[config.mk]
export PLATFORM = sky130hd
export DESIGN_NAME = hps_reset_sequencer
export DESIGN_NICKNAME = d
export VERILOG_FILES = /design/src/rtl/hps_reset_sequencer.sv
export SDC_FILE = /design/constraint.sdc
export NUM_CORES = 1
export LEC_CHECK = 0
export BUFFER_PORTS_ARGS = -buffer_cell sky130_fd_sc_hd__clkbuf_2
export CAP_MARGIN = 20
export CORE_MARGIN = 8
export CORE_UTILIZATION = 45
export DETAILED_ROUTE_END_ITERATION = 6
export PLACE_DENSITY = 0.63
export RECOVER_POWER = 50
export SYNTH_ARGS = -nofsm -noshare
export SYNTH_HDL_FRONTEND = slang
export SYNTH_SLANG_ARGS = --single-unit
[constraint.sdc]
create_clock -name clk -period 1.8 [get_ports clk]
set_input_delay 0.36 -clock clk [delete_from_list [all_inputs] [get_ports clk]]
set_output_delay 0.36 -clock clk [all_outputs]
set_load 0.005 [all_outputs]
[src/rtl/hps_reset_sequencer.sv]
`timescale 1ns/1ps
`default_nettype none
// ============================================================================
// Module   : hps_reset_sequencer
// Purpose  : Captures edges on asynchronous per-channel reset requests and
//            serialises them into one reset pulse at a time. Each channel has
//            its own pulse length, and a fixed idle holdoff follows every
//            pulse. Channel 0 has the highest priority.
// Ports    : clk         - sole clock, rising edge
//            reset_n     - asynchronous active-low reset
//            req_in      - per-channel request levels (asynchronous)
//            rst_out     - per-channel active-high reset pulses (one-hot/zero)
//            busy        - high while pulsing or in holdoff
//            active_ch   - index of the channel last granted
//            pending     - sticky captured-request flags
//            req_dropped - one-clock pulse when an edge hits a pending channel
// Revision : 1.0 - initial release
// ============================================================================
module hps_reset_sequencer #(
    parameter int                          NUM_CH    = 3,
    parameter int                          CH_W      = 2,
    parameter int                          PULSE_W   = 6,
    parameter logic [NUM_CH*PULSE_W-1:0]   PULSE_LEN = {6'd32, 6'd2, 6'd6},
    parameter int                          EDGE_TYPE = 1,
    parameter int                          HOLDOFF   = 4,
    parameter int                          HOLDOFF_W = 4
) (
    input  logic              clk,
    input  logic              reset_n,
    input  logic [NUM_CH-1:0] req_in,
    output logic [NUM_CH-1:0] rst_out,
    output logic              busy,
    output logic [CH_W-1:0]   active_ch,
    output logic [NUM_CH-1:0] pending,
    output logic              req_dropped
);

    // One counter serves both the pulse and the holdoff phases.
    localparam int                c_cnt_w    = (PULSE_W > HOLDOFF_W) ? PULSE_W : HOLDOFF_W;
    localparam logic [c_cnt_w-1:0] c_cnt_one  = c_cnt_w'(1);
    localparam logic [c_cnt_w-1:0] c_holdoff  = c_cnt_w'(HOLDOFF);
    // Inactive request level: synchroniser starts here so a request already
    // asserted when reset releases is seen as a fresh edge.
    localparam logic [NUM_CH-1:0] c_inactive = (EDGE_TYPE == 1) ? '0 : '1;

    typedef enum logic [1:0] {
        ST_IDLE    = 2'd0,
        ST_PULSE   = 2'd1,
        ST_HOLDOFF = 2'd2
    } state_t;

    logic [NUM_CH-1:0]  r_sync1, r_sync2, r_hist;
    logic [NUM_CH-1:0]  r_pending, r_rst_out;
    logic               r_dropped;
    state_t             r_state;
    logic [c_cnt_w-1:0] r_cnt;
    logic [CH_W-1:0]    r_active_ch;

    logic [NUM_CH-1:0]  w_edge;
    logic [NUM_CH-1:0]  w_grant;
    logic [CH_W-1:0]    w_grant_idx;
    logic [PULSE_W-1:0] w_grant_len;
    logic [NUM_CH-1:0]  w_clear;
    state_t             w_next_state;
    logic [c_cnt_w-1:0] w_next_cnt;
    logic [CH_W-1:0]    w_next_active;
    logic [NUM_CH-1:0]  w_next_rst_out;
    logic [NUM_CH-1:0]  w_next_pending;
    logic               w_next_dropped;

    // Synchroniser plus history stage
    always_ff @(posedge clk or negedge reset_n) begin
        if (!reset_n) begin
            r_sync1 <= c_inactive;
            r_sync2 <= c_inactive;
            r_hist  <= c_inactive;
        end else begin
            r_sync1 <= req_in;
            r_sync2 <= r_sync1;
            r_hist  <= r_sync2;
        end
    end

    always_comb begin
        if (EDGE_TYPE == 1) w_edge = r_sync2 & ~r_hist;
        else                w_edge = ~r_sync2 & r_hist;
    end

    // Lowest set pending index wins: scan downwards so the last hit is lowest.
    always_comb begin
        w_grant     = '0;
        w_grant_idx = '0;
        w_grant_len = '0;
        for (int i = NUM_CH - 1; i >= 0; i--) begin
            if (r_pending[i]) begin
                w_grant     = '0;
                w_grant[i]  = 1'b1;
                w_grant_idx = CH_W'(i);
                w_grant_len = PULSE_LEN[i*PULSE_W +: PULSE_W];
            end
        end
    end

    // Next-state and output logic
    always_comb begin
        w_next_state   = r_state;
        w_next_cnt     = r_cnt;
        w_next_active  = r_active_ch;
        w_next_rst_out = r_rst_out;
        w_clear        = '0;
        case (r_state)
            ST_IDLE: begin
                if (|r_pending) begin
                    w_next_state   = ST_PULSE;
                    // A zero-length field still yields a one-clock pulse.
                    w_next_cnt     = (w_grant_len == '0) ? c_cnt_one : c_cnt_w'(w_grant_len);
                    w_next_active  = w_grant_idx;
                    w_next_rst_out = w_grant;
                    w_clear        = w_grant;
                end
            end
            ST_PULSE: begin
                if (r_cnt <= c_cnt_one) begin
                    w_next_rst_out = '0;
                    if (HOLDOFF == 0) begin
                        w_next_state = ST_IDLE;
                        w_next_cnt   = '0;
                    end else begin
                        w_next_state = ST_HOLDOFF;
                        w_next_cnt   = c_holdoff;
                    end
                end else begin
                    w_next_cnt = r_cnt - c_cnt_one;
                end
            end
            ST_HOLDOFF: begin
                if (r_cnt <= c_cnt_one) begin
                    w_next_state = ST_IDLE;
                    w_next_cnt   = '0;
                end else begin
                    w_next_cnt = r_cnt - c_cnt_one;
                end
            end
            default: begin
                w_next_state   = ST_IDLE;
                w_next_cnt     = '0;
                w_next_rst_out = '0;
            end
        endcase
    end

    // A new edge beats a simultaneous grant clear, and is then not a drop.
    always_comb begin
        w_next_pending = (r_pending & ~w_clear) | w_edge;
        w_next_dropped = |(w_edge & r_pending & ~w_clear);
    end

    always_ff @(posedge clk or negedge reset_n) begin
        if (!reset_n) begin
            r_state     <= ST_IDLE;
            r_cnt       <= '0;
            r_active_ch <= '0;
            r_rst_out   <= '0;
            r_pending   <= '0;
            r_dropped   <= 1'b0;
        end else begin
            r_state     <= w_next_state;
            r_cnt       <= w_next_cnt;
            r_active_ch <= w_next_active;
            r_rst_out   <= w_next_rst_out;
            r_pending   <= w_next_pending;
            r_dropped   <= w_next_dropped;
        end
    end

    assign rst_out     = r_rst_out;
    assign busy        = (r_state != ST_IDLE);
    assign active_ch   = r_active_ch;
    assign pending     = r_pending;
    assign req_dropped = r_dropped;

endmodule
`default_nettype wire

==> results.yml <==
run_status:
  outcome: "finished, final reports clean"
sta:
  hold_viol: 0
  final_period_minus_worst_setup_slack_ps: 1630
  timing.final.crit_share_pct: 90.5
  setup_viol: 0
  timing.slew.headroom_pct: 10.8
  final_max_slew_viol_count: 0
  setup_total_negative_slack_ps: 0
  fin_worst_skew_ps: 5.47
  holdWs_ps: 134
  rsz0062_at_grt: "false"
  maxClockFrequency_ghz: 0.614
  timing_worst_slew_pin_value_ps: 1340
floorplanning:
  initial_utilization_pct: 47.0
  die-width_um: 66.4
  core_area_sq_mm: 0.00243
  fp.dieArea_sq_mm: 0.00441
  placement_rows: 18
  design.portCount: 15
  die_height_um: 66.4
clocking:
  tritoncts: "done"
  clock_sinks: 26
  post_cts_resized: 0
  clk_transition_reported_paths_ps: 140
  worst_skew_pair.late_latency_ps: 320
  post_cts.repair.setup_buffers: 0
  clk_path_buf_depth: 2
  cts_buffers: 3
  hold_buffers: 0
  htree_num_levels: 1
  root_buffer: "sky130_fd_sc_hd__clkbuf_4"
detailed_routing:
  wl_cell_um: 14.6
  antenna_violating_nets_left: 0
  totalWireLength_um: 2190
  detail_route.first_pass.iterations: 4
  drt-vias-per-instance: 5.32
  vias: 798
  route.detailed.drc: 0
  violation_count_after_the_first_detailed_route_iteration: 21
worst_setup_path:
  criticalPathCategory: "flop to primary output"
  worst_path_largest_cell_delay_ps: 430
  crit-reg2reg-capture: "rst_out[2]"
  startpoint_type: "flop"
  cp.depth: 3
  timing.critical_path.max_delay_family: "flip-flops"
  worstPathRequired_ps: 1440
  standard_cell_with_the_maximum_stage_delay_on_the_critical_path: "sky130_fd_sc_hd__dfrtp_1"
  timing.reg2reg.setup_slack_ps: 200
  crit_path_end: "busy"
  cp.buffers_inverters: 2
  crit_path_cell_trace: "nor2_1 > inv_2 > clkbuf_2"
  setup.worst_path.end_class: "primary output"
  ff2ff_path_depth: 6
  worst-endpoint-arrival_ps: 1270
  worstPathMaxFanout: 6
  r2r-start: "r_cnt[0]"
  origin_of_the_worst_setup_path: "r_state[0]"
placement:
  portBuffers: 14
  gp_congestion: 0.811
  placed_area_sq_mm: 0.00123
  place_hpwl_um: 1630
yosys:
  synth.top_cells.by_area: "sky130_fd_sc_hd__dfrtp_1, sky130_fd_sc_hd__o21ai_0, sky130_fd_sc_hd__mux2i_1, sky130_fd_sc_hd__o21ai_1, sky130_fd_sc_hd__nand2_1"
  yosys_warnings: 0
  synthesis.nets: 112
  synthCells: 105
  mappedNetlistArea_sq_mm: 0.00114
  synth_area_leader_cell: "sky130_fd_sc_hd__dfrtp_1"
  synth_sequential_area_ratio_pct: 57.0
  syn-mean-instance-area_sq_um: 10.9
  synth_largest_type_area_fraction_pct: 57.0
  flip_flop_and_latch_count_after_synthesis: 26
  yosys_cell_types: 37
global_routing:
  grt.total_usage_pct: 11.4
  antenna_found_initial: 0
  grt_max_degree: 27
  first_pass_grt_wire_length_um: 3810
  grt_pass1_vias: 819
  grt.overflow.total: 0
cells_and_area:
  ratio_of_cells_with_drive_above_1_in_the_final_layout_pct: 22.5
  synthToLayoutAreaGrowth_pct: 10.8
  fin_nets: 128
  n_antenna_cell: 0
  stdcell_area_sq_mm: 0.00127
worst_hold_path:
  min-delay-path-class: "input pin to flop"
  worst_hold_stages: 1
job:
  number_of_maximum_capacitance_constraint_violations: 0
power_and_ir_drop:
  p_leak_nw: 0.593
  power_density_mw_per_mm2: 1610
  power.ir.vdd_worst_mv: 0.662
==> cells in the final DEF (no fill, tap or decap), types with 2 or more instances in the layout <==
master                     count
sky130_fd_sc_hd__nand2b_1      2
sky130_fd_sc_hd__mux2i_1       3
sky130_fd_sc_hd__ha_1          2
sky130_fd_sc_hd__nor3_1        3
sky130_fd_sc_hd__o21ai_0       7
sky130_fd_sc_hd__dfrtp_1      26
sky130_fd_sc_hd__o31ai_1       2
sky130_fd_sc_hd__inv_1         6
sky130_fd_sc_hd__o22ai_1       2
sky130_fd_sc_hd__a21oi_1       5
sky130_fd_sc_hd__or3_1         3
sky130_fd_sc_hd__clkbuf_2     13
sky130_fd_sc_hd__nand2_1       7
sky130_fd_sc_hd__o21ai_1       6
sky130_fd_sc_hd__nor2_1        6
sky130_fd_sc_hd__clkbuf_4      3
sky130_fd_sc_hd__buf_4         2
==> worst min path at each step <==
stage,to,slack (ps),startpoint
6_report,r_sync1[1],130,req_in[1]
4_1_cts,rst_out[2],40,reset_n
3_5_place_dp,r_sync2[1],340,r_sync1[1]
2_1_floorplan,active_ch[0],60,reset_n
3_3_place_gp,r_sync2[2],340,r_sync1[2]
5_1_grt,r_sync1[1],100,req_in[1]
==> report_power, final <==
group          switching (W)  internal (W)  leakage, nW
Clock               0.000167      0.000124       0.0210
Combinational       0.000440      0.000373        0.261
Sequential          0.000188      0.000742        0.312
==> metal layers <==
layer | wire, um | GRT usage [%]
met5 | 0 | 0
met4 | 37 | 6.40
met3 | 95 | 3.56
met2 | 1040 | 17.9
met1 | 1020 | 13.5
==> through the flow <==
step | setup slack [ps] | utilization, % | std cells | total power, W
after floorplan | 359 | - | 105 | 0.00153
after global placement | 293 | 50.6 | 146 | 0.00174
after detailed placement | 225 | 50.6 | 146 | 0.00177
after CTS | 147 | 52.1 | 150 | 0.00206
after global routing | 55.1 | 52.1 | 150 | 0.00221
final | 170 | 52.1 | 150 | 0.00203
==> synth_stat cells, drive strengths merged <==
library cell  number
or2                1
o2bb2ai            1
nor3               4
or3                3
a21o               1
a211oi             1
xor2               1
o21bai             2
a21oi              5
nor3b              1
o31ai              2
a22o               1
ha                 2
nand2b             2
mux2i              3
o311ai             1
o22ai              2
dfrtp             26
o21ai             14
nor2               8
buf                5
o21ba              1
nand2              7
xnor2              1
inv                7
a22oi              1
or4                2
==> registers in the layout, indices dropped and copies added, names as in the netlist <==
name / flops
r_cnt: 6
pending: 3
r_sync2: 3
r_state: 2
req_dropped: 1
active_ch: 2
r_sync1: 3
rst_out: 3
r_hist: 3
==> logic make-up after synthesis <==
| logic type | synth area share [%] |
|---|---|
| buffers and inverters | 5.26 |
| flip-flops | 57.0 |
| AO/OA/AOI/OAI | 17.9 |
| AND/OR/NAND/NOR | 13.6 |
| XOR/XNOR | 1.53 |
| adder cells (fa/ha/maj) | 2.19 |
| multiplexers | 2.63 |
==> layout make-up <==
cell class | count | area, sq um
fill | 235 | 1170
sequential | 26 | 651
multi-input combinational | 67 | 432
timing repair buffer | 16 | 83.8
tap | 30 | 37.5
clock buffer | 4 | 36.3
inverter | 7 | 26.3
Power figures use the tool's default switching activity.
